**src/rtl/score_digit_ctrl_if.sv**
```systemverilog
// Score-readout bundle: score update handshake, pixel position in, ROM address/data, pixel out.
// master = score source / video timing / ROM side, slave = score_digit_ctrl.
interface score_digit_ctrl_if;
    logic [9:0]  score;
    logic        score_load;
    logic        frame_start;
    logic        busy;
    logic [9:0]  x;
    logic [9:0]  y;
    logic        video_on;
    logic [4:0]  rom_row;
    logic [4:0]  rom_col;
    logic [3:0]  rom_sel;
    logic [11:0] rom_data;
    logic        pixel_on;
    logic [11:0] pixel_color;

    modport master (
        output score, score_load, frame_start, x, y, video_on, rom_data,
        input  busy, rom_row, rom_col, rom_sel, pixel_on, pixel_color
    );

    modport slave (
        input  score, score_load, frame_start, x, y, video_on, rom_data,
        output busy, rom_row, rom_col, rom_sel, pixel_on, pixel_color
    );
endinterface

```
**src/rtl/score_digit_ctrl.sv**
```systemverilog
// Three-digit score readout: serial binary-to-BCD, frame-synchronous digit commit, shared glyph ROM addressing.
// Pixel latency 3 cycles (x/y -> pixel_on); score_load is dropped while busy, never queued.
module score_digit_ctrl #(
    parameter logic [9:0]  X0       = 10'd280,
    parameter logic [9:0]  Y0       = 10'd20,
    parameter int          GAP      = 5,
    parameter logic [11:0] FG_COLOR = 12'hFF0
) (
    input  logic              clk,
    input  logic              reset,
    score_digit_ctrl_if.slave bus
);
    typedef enum logic [1:0] {IDLE, CONV, WAIT_FRAME, COMMIT} state_t;

    localparam logic [10:0] PITCH = 11'(25 + GAP);
    localparam logic [10:0] B0_X  = {1'b0, X0};
    localparam logic [10:0] B1_X  = B0_X + PITCH;
    localparam logic [10:0] B2_X  = B0_X + 11'd2 * PITCH;
    localparam logic [10:0] Y0_W  = {1'b0, Y0};

    state_t      state_q;
    logic [9:0]  bin_q;
    logic [11:0] bcd_q;
    logic [3:0]  cnt_q;
    logic [3:0]  hund_q, tens_q, ones_q;
    logic        busy_q;

    logic [9:0]  score_sat;
    logic [11:0] bcd_adj;

    assign score_sat = (bus.score > 10'd999) ? 10'd999 : bus.score;

    always_comb begin
        bcd_adj = bcd_q;
        if (bcd_q[3:0]   >= 4'd5) bcd_adj[3:0]   = bcd_q[3:0]   + 4'd3;
        if (bcd_q[7:4]   >= 4'd5) bcd_adj[7:4]   = bcd_q[7:4]   + 4'd3;
        if (bcd_q[11:8]  >= 4'd5) bcd_adj[11:8]  = bcd_q[11:8]  + 4'd3;
    end

    always_ff @(posedge clk) begin
        if (reset) begin
            state_q <= IDLE;
            bin_q   <= '0;
            bcd_q   <= '0;
            cnt_q   <= '0;
            hund_q  <= '0;
            tens_q  <= '0;
            ones_q  <= '0;
            busy_q  <= 1'b0;
        end else begin
            case (state_q)
                IDLE: begin
                    if (bus.score_load) begin
                        bin_q   <= score_sat;
                        bcd_q   <= '0;
                        cnt_q   <= 4'd10;
                        state_q <= CONV;
                        busy_q  <= 1'b1;
                    end
                end
                CONV: begin
                    {bcd_q, bin_q} <= {bcd_adj[10:0], bin_q, 1'b0};
                    cnt_q          <= cnt_q - 4'd1;
                    if (cnt_q == 4'd1) state_q <= WAIT_FRAME;
                end
                WAIT_FRAME: begin
                    if (bus.frame_start) state_q <= COMMIT;
                end
                COMMIT: begin
                    hund_q  <= bcd_q[11:8];
                    tens_q  <= bcd_q[7:4];
                    ones_q  <= bcd_q[3:0];
                    state_q <= IDLE;
                    busy_q  <= 1'b0;
                end
                default: state_q <= IDLE;
            endcase
        end
    end

    // Unsigned 11-bit offsets: a pixel left of a box wraps to a large value and fails the < test.
    logic [10:0] x_w, y_w, dx0, dx1, dx2, dy;
    assign x_w = {1'b0, bus.x};
    assign y_w = {1'b0, bus.y};
    assign dx0 = x_w - B0_X;
    assign dx1 = x_w - B1_X;
    assign dx2 = x_w - B2_X;
    assign dy  = y_w - Y0_W;

    logic [4:0] row_d, col_d;
    logic [3:0] sel_d;
    logic       inbox_d, blank_d;

    always_comb begin
        row_d   = '0;
        col_d   = '0;
        sel_d   = '0;
        inbox_d = 1'b0;
        blank_d = 1'b0;
        if (bus.video_on && dy < 11'd30) begin
            if (dx0 < 11'd25) begin
                inbox_d = 1'b1;
                row_d   = dy[4:0];
                col_d   = dx0[4:0];
                sel_d   = hund_q;
                blank_d = (hund_q == 4'd0);
            end else if (dx1 < 11'd25) begin
                inbox_d = 1'b1;
                row_d   = dy[4:0];
                col_d   = dx1[4:0];
                sel_d   = tens_q;
                blank_d = (hund_q == 4'd0) && (tens_q == 4'd0);
            end else if (dx2 < 11'd25) begin
                inbox_d = 1'b1;
                row_d   = dy[4:0];
                col_d   = dx2[4:0];
                sel_d   = ones_q;
            end
        end
    end

    logic [4:0]  rom_row_q, rom_col_q;
    logic [3:0]  rom_sel_q;
    logic        inbox1_q, blank1_q, inbox2_q, blank2_q;
    logic        pixel_on_q;
    logic [11:0] pixel_color_q;
    logic        pixel_on_d;

    // Flags are held one extra stage so they line up with the ROM's registered output.
    assign pixel_on_d = inbox2_q && !blank2_q && (bus.rom_data == 12'h000);

    always_ff @(posedge clk) begin
        if (reset) begin
            rom_row_q     <= '0;
            rom_col_q     <= '0;
            rom_sel_q     <= '0;
            inbox1_q      <= 1'b0;
            blank1_q      <= 1'b0;
            inbox2_q      <= 1'b0;
            blank2_q      <= 1'b0;
            pixel_on_q    <= 1'b0;
            pixel_color_q <= '0;
        end else begin
            rom_row_q     <= row_d;
            rom_col_q     <= col_d;
            rom_sel_q     <= sel_d;
            inbox1_q      <= inbox_d;
            blank1_q      <= blank_d;
            inbox2_q      <= inbox1_q;
            blank2_q      <= blank1_q;
            pixel_on_q    <= pixel_on_d;
            pixel_color_q <= pixel_on_d ? FG_COLOR : 12'h000;
        end
    end

    assign bus.busy        = busy_q;
    assign bus.rom_row     = rom_row_q;
    assign bus.rom_col     = rom_col_q;
    assign bus.rom_sel     = rom_sel_q;
    assign bus.pixel_on    = pixel_on_q;
    assign bus.pixel_color = pixel_color_q;
endmodule

```
**src/flat_wrapper.sv**
```systemverilog
// flat-port wrapper written by rule: the top's interface ports become plain ports
module score_digit_ctrl_flat 
#(
    parameter logic [9:0]  X0       = 10'd280,
    parameter logic [9:0]  Y0       = 10'd20,
    parameter int          GAP      = 5,
    parameter logic [11:0] FG_COLOR = 12'hFF0
)
  (clk, reset, bus_score, bus_score_load, bus_frame_start, bus_x, bus_y, bus_video_on, bus_rom_data, bus_busy, bus_rom_row, bus_rom_col, bus_rom_sel, bus_pixel_on, bus_pixel_color);
  score_digit_ctrl_if bus_i ();
  input  logic clk;
  input  logic reset;
  input wire logic [$bits(bus_i.score)-1:0] bus_score;
  input wire logic [$bits(bus_i.score_load)-1:0] bus_score_load;
  input wire logic [$bits(bus_i.frame_start)-1:0] bus_frame_start;
  input wire logic [$bits(bus_i.x)-1:0] bus_x;
  input wire logic [$bits(bus_i.y)-1:0] bus_y;
  input wire logic [$bits(bus_i.video_on)-1:0] bus_video_on;
  input wire logic [$bits(bus_i.rom_data)-1:0] bus_rom_data;
  output wire logic [$bits(bus_i.busy)-1:0] bus_busy;
  output wire logic [$bits(bus_i.rom_row)-1:0] bus_rom_row;
  output wire logic [$bits(bus_i.rom_col)-1:0] bus_rom_col;
  output wire logic [$bits(bus_i.rom_sel)-1:0] bus_rom_sel;
  output wire logic [$bits(bus_i.pixel_on)-1:0] bus_pixel_on;
  output wire logic [$bits(bus_i.pixel_color)-1:0] bus_pixel_color;
  assign bus_i.score = bus_score;
  assign bus_i.score_load = bus_score_load;
  assign bus_i.frame_start = bus_frame_start;
  assign bus_i.x = bus_x;
  assign bus_i.y = bus_y;
  assign bus_i.video_on = bus_video_on;
  assign bus_i.rom_data = bus_rom_data;
  assign bus_busy = bus_i.busy;
  assign bus_rom_row = bus_i.rom_row;
  assign bus_rom_col = bus_i.rom_col;
  assign bus_rom_sel = bus_i.rom_sel;
  assign bus_pixel_on = bus_i.pixel_on;
  assign bus_pixel_color = bus_i.pixel_color;
  score_digit_ctrl #(.X0(X0), .Y0(Y0), .GAP(GAP), .FG_COLOR(FG_COLOR)) u_core (.clk(clk), .reset(reset), .bus(bus_i));
endmodule
```
**config.mk**
```make
export PLATFORM = sky130hd
export DESIGN_NAME = score_digit_ctrl_flat
export DESIGN_NICKNAME = d
export VERILOG_FILES = /design/src/rtl/score_digit_ctrl_if.sv /design/src/rtl/score_digit_ctrl.sv /design/src/flat_wrapper.sv
export SDC_FILE = /design/constraint.sdc
export NUM_CORES = 1
export LEC_CHECK = 0
export CAP_MARGIN = 40
export CORE_UTILIZATION = 45
export DETAILED_ROUTE_END_ITERATION = 16
export PLACE_DENSITY = 0.77
export REMOVE_ABC_BUFFERS = 1
export SKIP_CTS_REPAIR_TIMING = 1
export SYNTH_ARGS = -nofsm -noshare
export SYNTH_HDL_FRONTEND = slang
export SYNTH_SLANG_ARGS = --single-unit
```
**constraint.sdc**
```tcl
create_clock -name clk -period 4.12 [get_ports clk]
set_clock_uncertainty 0.15 [all_clocks]
set_input_delay 1.236 -clock clk [delete_from_list [all_inputs] [get_ports clk]]
set_output_delay 1.236 -clock clk [all_outputs]
set_load 0.02 [all_outputs]
```
==> results.cfg, run 1 <==
[power]
power_frac_seq = 0.393
pwr-share-clk = 0.304
peakVddDrop_mv = 0.413
p_comb_frac = 0.303
power_density_nw_per_um2 = 431
p_int_mw = 1.21
switching_share = 0.326
p_leak_nw = 1.53
switching_power_uw = 587

[drt]
dr.pass1.iters = 4
drt_iter0_markers = 109
met2_length_mm = 3.71
drt-vias-per-instance = 5.35
top_layer = met4
totalWireLength_mm = 7.54
wl_met3_um = 466
drc = 0
wl_met1_mm = 3.26
drtAntennaViolNets = 0
wl_per_cell_um = 14.1
vias = 2864

[grt]
grt_max_degree = 45
grt_pass1_vias = 2684
grt_pass1_wl_mm = 12.1
grtUsageTotal = 0.207
grt_antenna_before_repair = 0
globalRoute.totalOverflow = 0

[setup_path]
cp_data_required_time_ps = 4230
cp.depth = 8
worstSetupEndpointType = flop
reg2reg_depth = 7
path_delay_family = compound AO/OA/AOI/OAI gates
worstPathMaxFanout = 10
cp-start-kind = input port
r2r-end = u_core.bcd_q[9]
critical-path-max-stage-delay_ps = 590
path_buf_inv = 1
r2r-start = u_core.state_q[1]
path_class = input port to flop
arrival_ps = 3640
rrSetupSlack_ps = 1920
critPathSlowestCell = clkdlybuf4s50_1
path_cells = clkdlybuf4s50_1 -> ha_1 -> a21o_1 -> a211o_1 -> a211oi_2 -> and4b_1 -> a22oi_1 -> o21ai_1

[clock_tree]
numCtsBuffers = 9
cts.clk_slew.worst_paths_ps = 70
cts.sinks = 60
cts-htree-levels = 3
cts_tree = yes
insertion_delay_ps = 340
cts_root_buf = clkbuf_8
ctsLongestPathBuffers = 2

[final_layout]
drive_gt1_frac = 0.0592
area_growth_pct = 28.1
final_util = 0.604
fill_cells = 616
most-common-layout-cells = 70 x clkdlybuf4s50_1, 60 x dfxtp_1, 45 x nor2_1, 24 x ha_1, 23 x inv_1
n_antenna_cell = 0
final_common_cell = clkdlybuf4s50_1
final_nets = 506

[timing]
hold_viol = 0
finalMaxSlewViolations = 0
fin_hold_ws_ps = 296
period_needed_ps = 3530
setup_viol_count_final = 0
fin_tns_setup_ps = 0
worst_slew_pin_slew_ps = 766
fmax_ghz = 0.283
rsz0062_at_grt = false
slew-limit-headroom = 0.490
period_share = 0.857

[yosys]
ys_types = 54
synth.ff_latch_count = 60
ys_seq_area_frac = 0.369
synth_edf_count = 0
synthArstFlopShare = 0
ys_warn_count = 0
synth.avg_cell_area_um2 = 8.70
synthCells = 374
syn_area_um2 = 3260
synthFlopType = dfxtp_1

[min_path]
hold-path-endpoint = u_core.inbox2_q
hp-start = u_core.inbox1_q
hold_depth = 1
hold_path_class = flop to flop

[die]
die_w_um = 87.1
die_area_um2 = 7580
coreArea_um2 = 6910
initial_core_util = 0.471
rows = 30
ioPinCount = 75
dieHeight_um = 87.1

[place]
portBuffers = 70
gp_congestion = 0.886
hpwl_mm = 5.38

[outcome]
status = complete, no violations

[flow_run]
drv_cap = 0
-- final cells by class --
cell class | instances | area, um^2 | share of cell area
flip-flops and latches | 60 | 1200 | 0.288
well taps | 96 | 120 | 0.0288
clock buffers | 14 | 173 | 0.0414
multi-input cells | 266 | 1820 | 0.437
clock inverters | 1 | 30.0 | 0.00720
repair buffers | 75 | 738 | 0.177
inverters | 23 | 86.3 | 0.0207
-- how the worst max path moves through the flow --
stage | start | endpoint | slack [ps]
floorplan | bus_y[2] | u_core.bus.rom_col[2] | 1070
detailed placement | bus_x[2] | u_core.bus.rom_sel[1] | 290
global route | bus_x[2] | u_core.bus.rom_col[3] | 430
finish | bus_x[2] | u_core.bus.rom_sel[0] | 590
global placement | bus_x[2] | u_core.bus.rom_col[2] | 330
CTS | bus_x[2] | u_core.bus.rom_col[3] | 630
-- cell usage after synthesis, drive strengths merged, types with 2 or more instances --
cell,number,area (um^2)
and2,2,12.5
a21oi,22,110
nand4b,3,26.3
o221ai,2,17.5
clkbuf,10,37.5
a21o,2,15.0
nor3,17,90.1
mux2i,19,190
nor2,45,169
a211o,2,17.5
xnor2,7,61.3
and4,2,17.5
dfxtp,60,1200
nor3b,5,52.6
nand2,12,45.0
buf,18,120
ha,24,300
nand2b,6,37.5
a221oi,3,26.3
inv,23,86.3
nand4,3,18.8
o21ai,22,110
nand3,6,30.0
nor4b,2,17.5
a22oi,13,97.6
nor2b,7,43.8
o211ai,3,27.5
a31oi,2,12.5
a211oi,7,57.6
nor4,4,25.0
xor2,5,43.8
-- kinds of logic (layout without fill, tap and decap cells) --
family,count (synthesis),after routing,synth area share
compound gates,89,89,0.182
xor+xnor,12,12,0.0323
fa+ha+maj,24,24,0.0922
buf+inv,51,113,0.0749
flops,60,60,0.369
mux,19,19,0.0584
other cells,1,4,0.00115
simple gates,118,118,0.190
-- state kept, by name, summed over array words and instances (netlist names) --
signal and count:
u_core.bus.busy 1, u_core.ones_q 4, u_core.inbox1_q 1, u_core.inbox2_q 1, u_core.state_q 2, u_core.bus.rom_col 5
u_core.blank1_q 1, u_core.bus.pixel_color 1, u_core.bus.rom_row 5, u_core.bus.rom_sel 4, u_core.blank2_q 1, u_core.cnt_q 4
u_core.bin_q 10, u_core.bcd_q 12, u_core.tens_q 4, u_core.hund_q 4
-- metal layers --
metal	track usage	vias up
li1	-	1429
met1	0.236	1314
met2	0.359	106
met3	0.0616	15
met4	0.0848	0
met5	0	-
-- through the flow --
step / cell area [um^2] / cells / worst slack (ps) / power, mW
detailed placement: 3970 / 520 / 294 / 1.26
finish: 4170 / 535 / 589 / 1.80
global route: 4170 / 535 / 427 / 1.92
global placement: 3960 / 519 / 332 / 1.23
CTS: 4170 / 535 / 632 / 1.81
floorplan: 3110 / 349 / 1070 / 1.07
-- power by group through the flow --
stage	registers, mW	logic, mW	clock network, mW
floorplan	0.709	0.360	0
global placement	0.715	0.513	0
detailed placement	0.717	0.541	0
CTS	0.706	0.544	0.561
global route	0.718	0.620	0.581
finish	0.708	0.545	0.547
Note: power is estimated with default switching activity, not from simulation.
==> run 2: changes to the inputs <==
- GPL_TIMING_DRIVEN: not set -> 0
==> results.cfg, run 2 (synthesis gave the netlist of run 1 again) <==
[outcome]
status = complete, no violations

[drt]
wl_per_cell_um = 13.1
vias = 2830
drtAntennaViolNets = 0
drt-vias-per-instance = 5.33
drc = 0
dr.pass1.iters = 5
drt_iter0_markers = 100
totalWireLength_mm = 6.95

[final_layout]
largest_reg_flops = 12
fin_cells = 531
final_nets = 502
top_register = u_core.bcd_q
area_growth_pct = 28.1
final_common_cell = clkdlybuf4s50_1
top_regs = u_core.bcd_q (12), u_core.bin_q (10)
n_antenna_cell = 0
most-common-layout-cells = 69 x clkdlybuf4s50_1, 60 x dfxtp_1, 45 x nor2_1, 24 x ha_1, 23 x inv_1
fill_cells = 600
final_util = 0.604
drive_gt1_frac = 0.0575

[clock_tree]
cts.clk_slew.worst_paths_ps = 70
cts_tree = yes
cts.sinks = 60
cts-htree-levels = 3
insertion_delay_ps = 340
cts_root_buf = clkbuf_8
numCtsBuffers = 9
ctsLongestPathBuffers = 2

[die]
coreArea_um2 = 6910
die_area_um2 = 7580
ioPinCount = 75
initial_core_util = 0.471
rows = 30
die_w_um = 87.1
dieHeight_um = 87.1

[place]
dpl.cell_count = 516
gp_congestion = 0.823
portBuffers = 70
hpwl_mm = 4.86

[timing]
period_share = 0.896
worst_slew_pin_slew_ps = 820
setup_viol_count_final = 0
rsz0062_at_grt = false
slew-limit-headroom = 0.453
period_needed_ps = 3690
fmax_ghz = 0.271
finalMaxSlewViolations = 0
hold_viol = 0

[grt]
grt_pass1_vias = 2630
grt_pass1_wl_mm = 11.5
grt_max_degree = 46
grt_antenna_before_repair = 0
grtUsageTotal = 0.192
globalRoute.totalOverflow = 0

[setup_path]
path_buf_inv = 2
cp-startpoint = bus_x[3]
path_class = input port to flop
worstSetupEndpointType = flop
arrival_ps = 3800
critical-path-max-stage-delay_ps = 650
critPathSlowestCell = clkdlybuf4s50_1
r2r-start = u_core.state_q[1]
path_delay_family = compound AO/OA/AOI/OAI gates
worstPathMaxFanout = 9
path_cells = clkdlybuf4s50_1 -> inv_1 -> ha_1 -> a21o_1 -> a211o_1 -> a211oi_2 -> and4b_1 -> a22oi_1 -> o21ai_1
cp-start-kind = input port
cp_data_required_time_ps = 4230

[min_path]
hp-start = u_core.blank1_q
hold_path_class = flop to flop

[power]
power_density_nw_per_um2 = 449
p_leak_nw = 1.53
peakVddDrop_mv = 0.440

[flow_run]
drv_cap = 0
run 2: stage by stage:
step                cell area, um^2  setup slack [ps]  hold WS, ps  setup TNS, ps  power, mW
floorplan                      3110              1070          264              0       1.07
detailed placement             3930               134          278              0       1.24
global placement               3930              -336          281          -2210       1.21
global route                   4170               303          308              0       1.99
finish                         4170               430          290              0       1.87
CTS                            4170               460          295              0       1.89
run 2: final timing paths:
| kind | end | slack [ps] | cells past startpoint |
|---|---|---|---|
| max reg2reg | u_core.bcd_q[7] | 1960 | 6 |
| max | u_core.bus.rom_sel[3] | 430 | 9 |
| min reg2reg | u_core.blank2_q | 290 | 1 |
| min | u_core.blank2_q | 290 | 1 |
run 2: metal layers:
metal | vias to the layer above | GRT usage | routed length, um
li1 | 1425 | - | -
met1 | 1327 | 0.224 | 3170
met2 | 71 | 0.336 | 3320
met3 | 7 | 0.0626 | 382
met4 | 0 | 0.0545 | 73
met5 | - | 0 | 0
run 2: final cells by class:
class                   instances  area [um^2]  share of cell area
clock buffers                  10          138              0.0330
clock inverters                 5          100              0.0240
inverters                      23         86.3              0.0207
multi-input cells             266         1820               0.437
flip-flops and latches         60         1200               0.288
well taps                      96          120              0.0288
repair buffers                 71          703               0.169
run 2: where the power goes:
part           internal [mW]  leakage, nW  switching (mW)
Combinational          0.220        0.926           0.308
Sequential             0.655        0.487          0.0495
Clock                  0.413        0.122           0.228
==> patch 1: new RTL, settings of run 2 <==
`X0` is set to 10'd280 in 2 places; all go to 10'd210.
--- a/src/rtl/score_digit_ctrl.sv
+++ b/src/rtl/score_digit_ctrl.sv
@@ -1,7 +1,7 @@
 // Three-digit score readout: serial binary-to-BCD, frame-synchronous digit commit, shared glyph ROM addressing.
 // Pixel latency 3 cycles (x/y -> pixel_on); score_load is dropped while busy, never queued.
 module score_digit_ctrl #(
-    parameter logic [9:0]  X0       = 10'd280,
+    parameter logic [9:0]  X0       = 10'd210,
     parameter logic [9:0]  Y0       = 10'd20,
     parameter int          GAP      = 5,
     parameter logic [11:0] FG_COLOR = 12'hFF0
--- a/src/flat_wrapper.sv
+++ b/src/flat_wrapper.sv
@@ -1,7 +1,7 @@
 // flat-port wrapper written by rule: the top's interface ports become plain ports
 module score_digit_ctrl_flat 
 #(
-    parameter logic [9:0]  X0       = 10'd280,
+    parameter logic [9:0]  X0       = 10'd210,
     parameter logic [9:0]  Y0       = 10'd20,
     parameter int          GAP      = 5,
     parameter logic [11:0] FG_COLOR = 12'hFF0
Function: changed (Yosys sat finds a counterexample within 4 cycles, from zero or initial values and one cycle with reset high).
==> patch 1 against run 2 <==
Area after synthesis decreased by 0.58%. Wire length increased by 0.40%. Non-clock buffer count increased by 2. Critical path depth unchanged. Setup slack got worse by 0.13 ns. Register-to-register slack got worse by 0.16 ns. Sequential cell count unchanged. Global-route usage increased by 1.2 points. Cell area decreased by 1.6%. First-iteration DRC count increased by 39%. Core utilization decreased by 0.62 points. Power decreased by 9.4%.
==> patch 1: results (changes against run 2) <==
outcome: "finished, final reports clean"  # unchanged
power.net_switching_mw: 0.578  # was 0.586 mW
syn-instance-count: 369  # was 374
crit_arrival_ns: 3.92  # was 3.80 ns
critPathSlowestCell: "sky130_fd_sc_hd__clkdlybuf4s50_1"  # unchanged
post_route_cells_drive_above_1_share_pct: 6.47  # was 5.75%
std_cell_core_area_mm2: 0.00687  # was 0.00691 mm2
drt-vias-per-instance: 5.32  # was 5.33
ctsRootBufferMaster: "sky130_fd_sc_hd__clkbuf_8"  # unchanged
design.final.nets: 498  # was 502
initialDrtViolationCount: 139  # was 100
grt_start_max_net_pins: 46  # unchanged
max-vdd-ir-drop_mv: 0.317  # was 0.440 mV
number_of_global_route_vias_before_repair: 2714  # was 2630
slowest_delay_ns: 0.70  # was 0.65 ns
top_regs: "u_core.bcd_q x12, u_core.bin_q x10"  # unchanged
place_area_mm2: 0.00392  # was 0.00393 mm2
gp_congestion: 0.787  # was 0.823
hold_path.class: "flop to flop"  # unchanged
synth-warning-count: 0  # unchanged
clockBufferDepth: 2  # unchanged
place_ws_ns: -0.261  # was 0.134 ns
numPlacedInstances: 513  # was 516
power.leakage_nw: 1.49  # was 1.53 nW
clkSlewWorstSetupHoldPaths_ns: 0.06
hpwl_mm: 5.11  # was 4.86 mm
critical_path_peak_fanout: 9  # unchanged
first_pass_detailed_route_iteration_total: 4  # was 5
postRouteWirelength_mm: 6.98  # was 6.95 mm
placement.io_buffers: 70  # unchanged
num_antenna_cells: 0  # unchanged
async_flop_share_pct: 0  # unchanged
ctsHtreeMaxLevel: 3  # unchanged
layout.cells.non_filler: 529  # was 531
cp_top_family: "simple AND/OR/NAND/NOR gates"  # was compound AO/OA/AOI/OAI gates
synth.yosys.seq_area_share_pct: 37.1  # was 36.9%
grt_first_pass_wirelength_mm: 12.0  # was 11.5 mm
antenna_found_initial: 0  # unchanged
synth_top_flop_cell: "sky130_fd_sc_hd__dfxtp_1"  # unchanged
post_synth_num_cell_types: 56  # was 54
post_synth_main_area_contributors: "sky130_fd_sc_hd__dfxtp_1, sky130_fd_sc_hd__ha_1, sky130_fd_sc_hd__mux2i_1, sky130_fd_sc_hd__nor2_1, sky130_fd_sc_hd__a21oi_1"  # unchanged
cts_buffers: 9  # unchanged
globalRouteTotalUtil_pct: 20.4  # was 19.2%
synth.top_cells.by_count: "sky130_fd_sc_hd__dfxtp_1, sky130_fd_sc_hd__nor2_1, sky130_fd_sc_hd__a21oi_1"  # was sky130_fd_sc_hd__dfxtp_1, sky130_fd_sc_hd__nor2_1, sky130_fd_sc_hd__ha_1
clk_latency_ns: 0.35
timing.max_slew.rel_slack_pct: 46.1  # was 45.3%
-- patch 1: path summary, 6_finish.rpt --
check / from / endpoint / slack [ns] / cells after the start
worst max register to register: u_core.state_q[1] / u_core.bcd_q[11] / 1.80 / 6
worst min register to register: u_core.blank1_q / u_core.blank2_q / 0.28 / 1
worst max-delay path: bus_x[1] / u_core.bus.rom_col[4] / 0.30 / 9
worst min-delay path: u_core.blank1_q / u_core.blank2_q / 0.28 / 1
-- patch 1: final cells by class --
class	instances	area, um2
fillers	613	2760
multi-input cells	262	1810
flip-flops and latches	60	1200
repair buffers	73	722
clock buffers	13	159
well taps	96	120
inverters	23	86.3
clock inverters	2	10.0
-- patch 1: cells by family (layout without fill, tap and decap cells) --
logic type,after synthesis,in the layout,synth area share [%]
flops,60,60,37.1
simple gates,121,121,19.6
xor+xnor,10,10,2.71
other cells,1,4,0.116
buf+inv,50,111,7.58
mux,24,24,7.46
compound gates,81,81,16.9
fa+ha+maj,22,22,8.50
-- patch 1: metal layers --
layer	GRT usage (%)	vias up	routed length (um)
met5	0	-	0
met3	4.00	13	371
met4	9.55	0	148
met1	24.9	1308	3290
li1	-	1401	-
met2	34.4	90	3170
-- patch 1: power by group through the flow --
| stage | Sequential, mW | Combinational (mW) | Clock, mW |
|---|---|---|---|
| floorplan | 0.709 | 0.354 | 0 |
| global placement | 0.713 | 0.493 | 0 |
| detailed placement | 0.717 | 0.518 | 0 |
| CTS | 0.705 | 0.519 | 0.481 |
| global route | 0.714 | 0.587 | 0.507 |
| finish | 0.704 | 0.519 | 0.473 |
==> patch 2: new RTL, config.mk and constraints of run 2 <==
Made on the original files. `pixel_color_q` no longer has a reset.
--- a/src/rtl/score_digit_ctrl.sv
+++ b/src/rtl/score_digit_ctrl.sv
@@ -139,7 +139,6 @@
             inbox2_q      <= 1'b0;
             blank2_q      <= 1'b0;
             pixel_on_q    <= 1'b0;
-            pixel_color_q <= '0;
         end else begin
             rom_row_q     <= row_d;
             rom_col_q     <= col_d;
@@ -149,8 +148,11 @@
             inbox2_q      <= inbox1_q;
             blank2_q      <= blank1_q;
             pixel_on_q    <= pixel_on_d;
-            pixel_color_q <= pixel_on_d ? FG_COLOR : 12'h000;
         end
+    end
+
+    always_ff @(posedge clk) begin
+        pixel_color_q <= pixel_on_d ? FG_COLOR : 12'h000;
     end
 
     assign bus.busy        = busy_q;
Behaviour: differs if reset is asserted again (counterexample within 4 cycles, from zero or initial values and one cycle with reset high); with reset held inactive, the same outputs for 10 cycles.
==> patch 2 against run 2 <==
Sequential cell count is 1 higher. Cell area grew 3.8%. Power shrank 1.5%. Register-to-register slack got worse by 0.28 ns. First-iteration DRC count grew 17%. Cell count is 2.6% higher. Wire length grew 2.6%. Via count up 2.2%. Area after synthesis rose by 4.5%. Setup slack got worse by 0.25 ns. Core utilization shrank 0.99 points. Non-clock buffer count increased by 1.
==> patch 2: results (changes against run 2) <==
global_route.usage.met2_pct: 32.1  # was 33.6%
worstMarginPinSlew_ns: 0.927  # was 0.820 ns
crit_arrival_ns: 4.03  # was 3.80 ns
place_ws_ns: -0.405  # was 0.134 ns
number_of_global_route_vias_before_repair: 2626  # was 2630
final-clk-cell-share_pct: 5.17  # was 5.70%
clkbuf_count: 11  # was 10
grt_util_met3_pct: 3.32  # was 6.26%
critical_path_peak_fanout: 10  # was 9
wl_met3_um: 278  # was 382 um
outcome: "finished, final reports clean"  # unchanged
seq_cell_count: 61  # was 60
synth-adder-area-share_pct: 8.82  # was 9.22%
post_route_cells_drive_above_1_share_pct: 7.62  # was 5.75%
worst_hold_slack_ns: 0.298  # was 0.290 ns
design.final.nets: 512  # was 502
power.leakage_nw: 1.63  # was 1.53 nW
grt_first_pass_wirelength_mm: 11.7  # was 11.5 mm
route.met2.wl_mm: 3.32  # about the same
share_of_the_final_layout_cell_area_in_multi_input_gates_pct: 45.0  # was 43.7%
register_share_of_the_cell_area_pct: 28.2  # was 28.8%
post_synth_num_cell_types: 66  # was 54
first_pass_detailed_route_iteration_total: 4  # was 5
period_share_pct: 95.6  # was 89.6%
startpoint: "bus_x[2]"  # was bus_x[3]
place_area_mm2: 0.00409  # was 0.00393 mm2
nFillCells: 655  # was 600
gp_congestion: 0.829  # was 0.823
numPlacedInstances: 529  # was 516
buffers_excl_clock: 72  # was 71
globalRouteTotalUtil_pct: 19.1  # was 19.2%
buffering_overhead_pct: 16.6  # was 16.9%
syn-instance-count: 383  # was 374
synth_compound_area_share_pct: 21.2  # was 18.2%
setup.reg_to_reg.worst_slack_ns: 1.68  # was 1.96 ns
met1_length_mm: 3.39  # was 3.17 mm
initialDrtViolationCount: 117  # was 100
synth.top_cells.by_count: "sky130_fd_sc_hd__dfxtp_1, sky130_fd_sc_hd__nor2_1, sky130_fd_sc_hd__ha_1, sky130_fd_sc_hd__inv_1, sky130_fd_sc_hd__a21oi_1"  # was sky130_fd_sc_hd__dfxtp_1, sky130_fd_sc_hd__nor2_1, sky130_fd_sc_hd__ha_1
hpwl_mm: 5.29  # was 4.86 mm
patch 2: cell types whose count changed after synthesis, sizes merged, moves of 3 or more:
cell,delta
a2111oi,+4
o2bb2ai,+4
xnor2,-3
and2b,+4
o21ai,-5
nor3,-6
and2,+4
nor3b,-5
nor4,+3
patch 2: critical path: stages:
cell and delay, ns:
sky130_fd_sc_hd__clkdlybuf4s50_1 0.71, sky130_fd_sc_hd__inv_1 0.20, sky130_fd_sc_hd__ha_1 0.27, sky130_fd_sc_hd__and2b_1 0.29, sky130_fd_sc_hd__or3b_1 0.37, sky130_fd_sc_hd__a31oi_1 0.17
sky130_fd_sc_hd__o22ai_2 0.18, sky130_fd_sc_hd__or3_1 0.37, sky130_fd_sc_hd__a221oi_2 0.22
patch 2: power breakdown:
group	leakage, nW	switching [mW]	total (mW)	internal, mW
Sequential	0.495	0.0492	0.714	0.665
Combinational	1.02	0.311	0.533	0.221
Clock	0.114	0.240	0.600	0.359
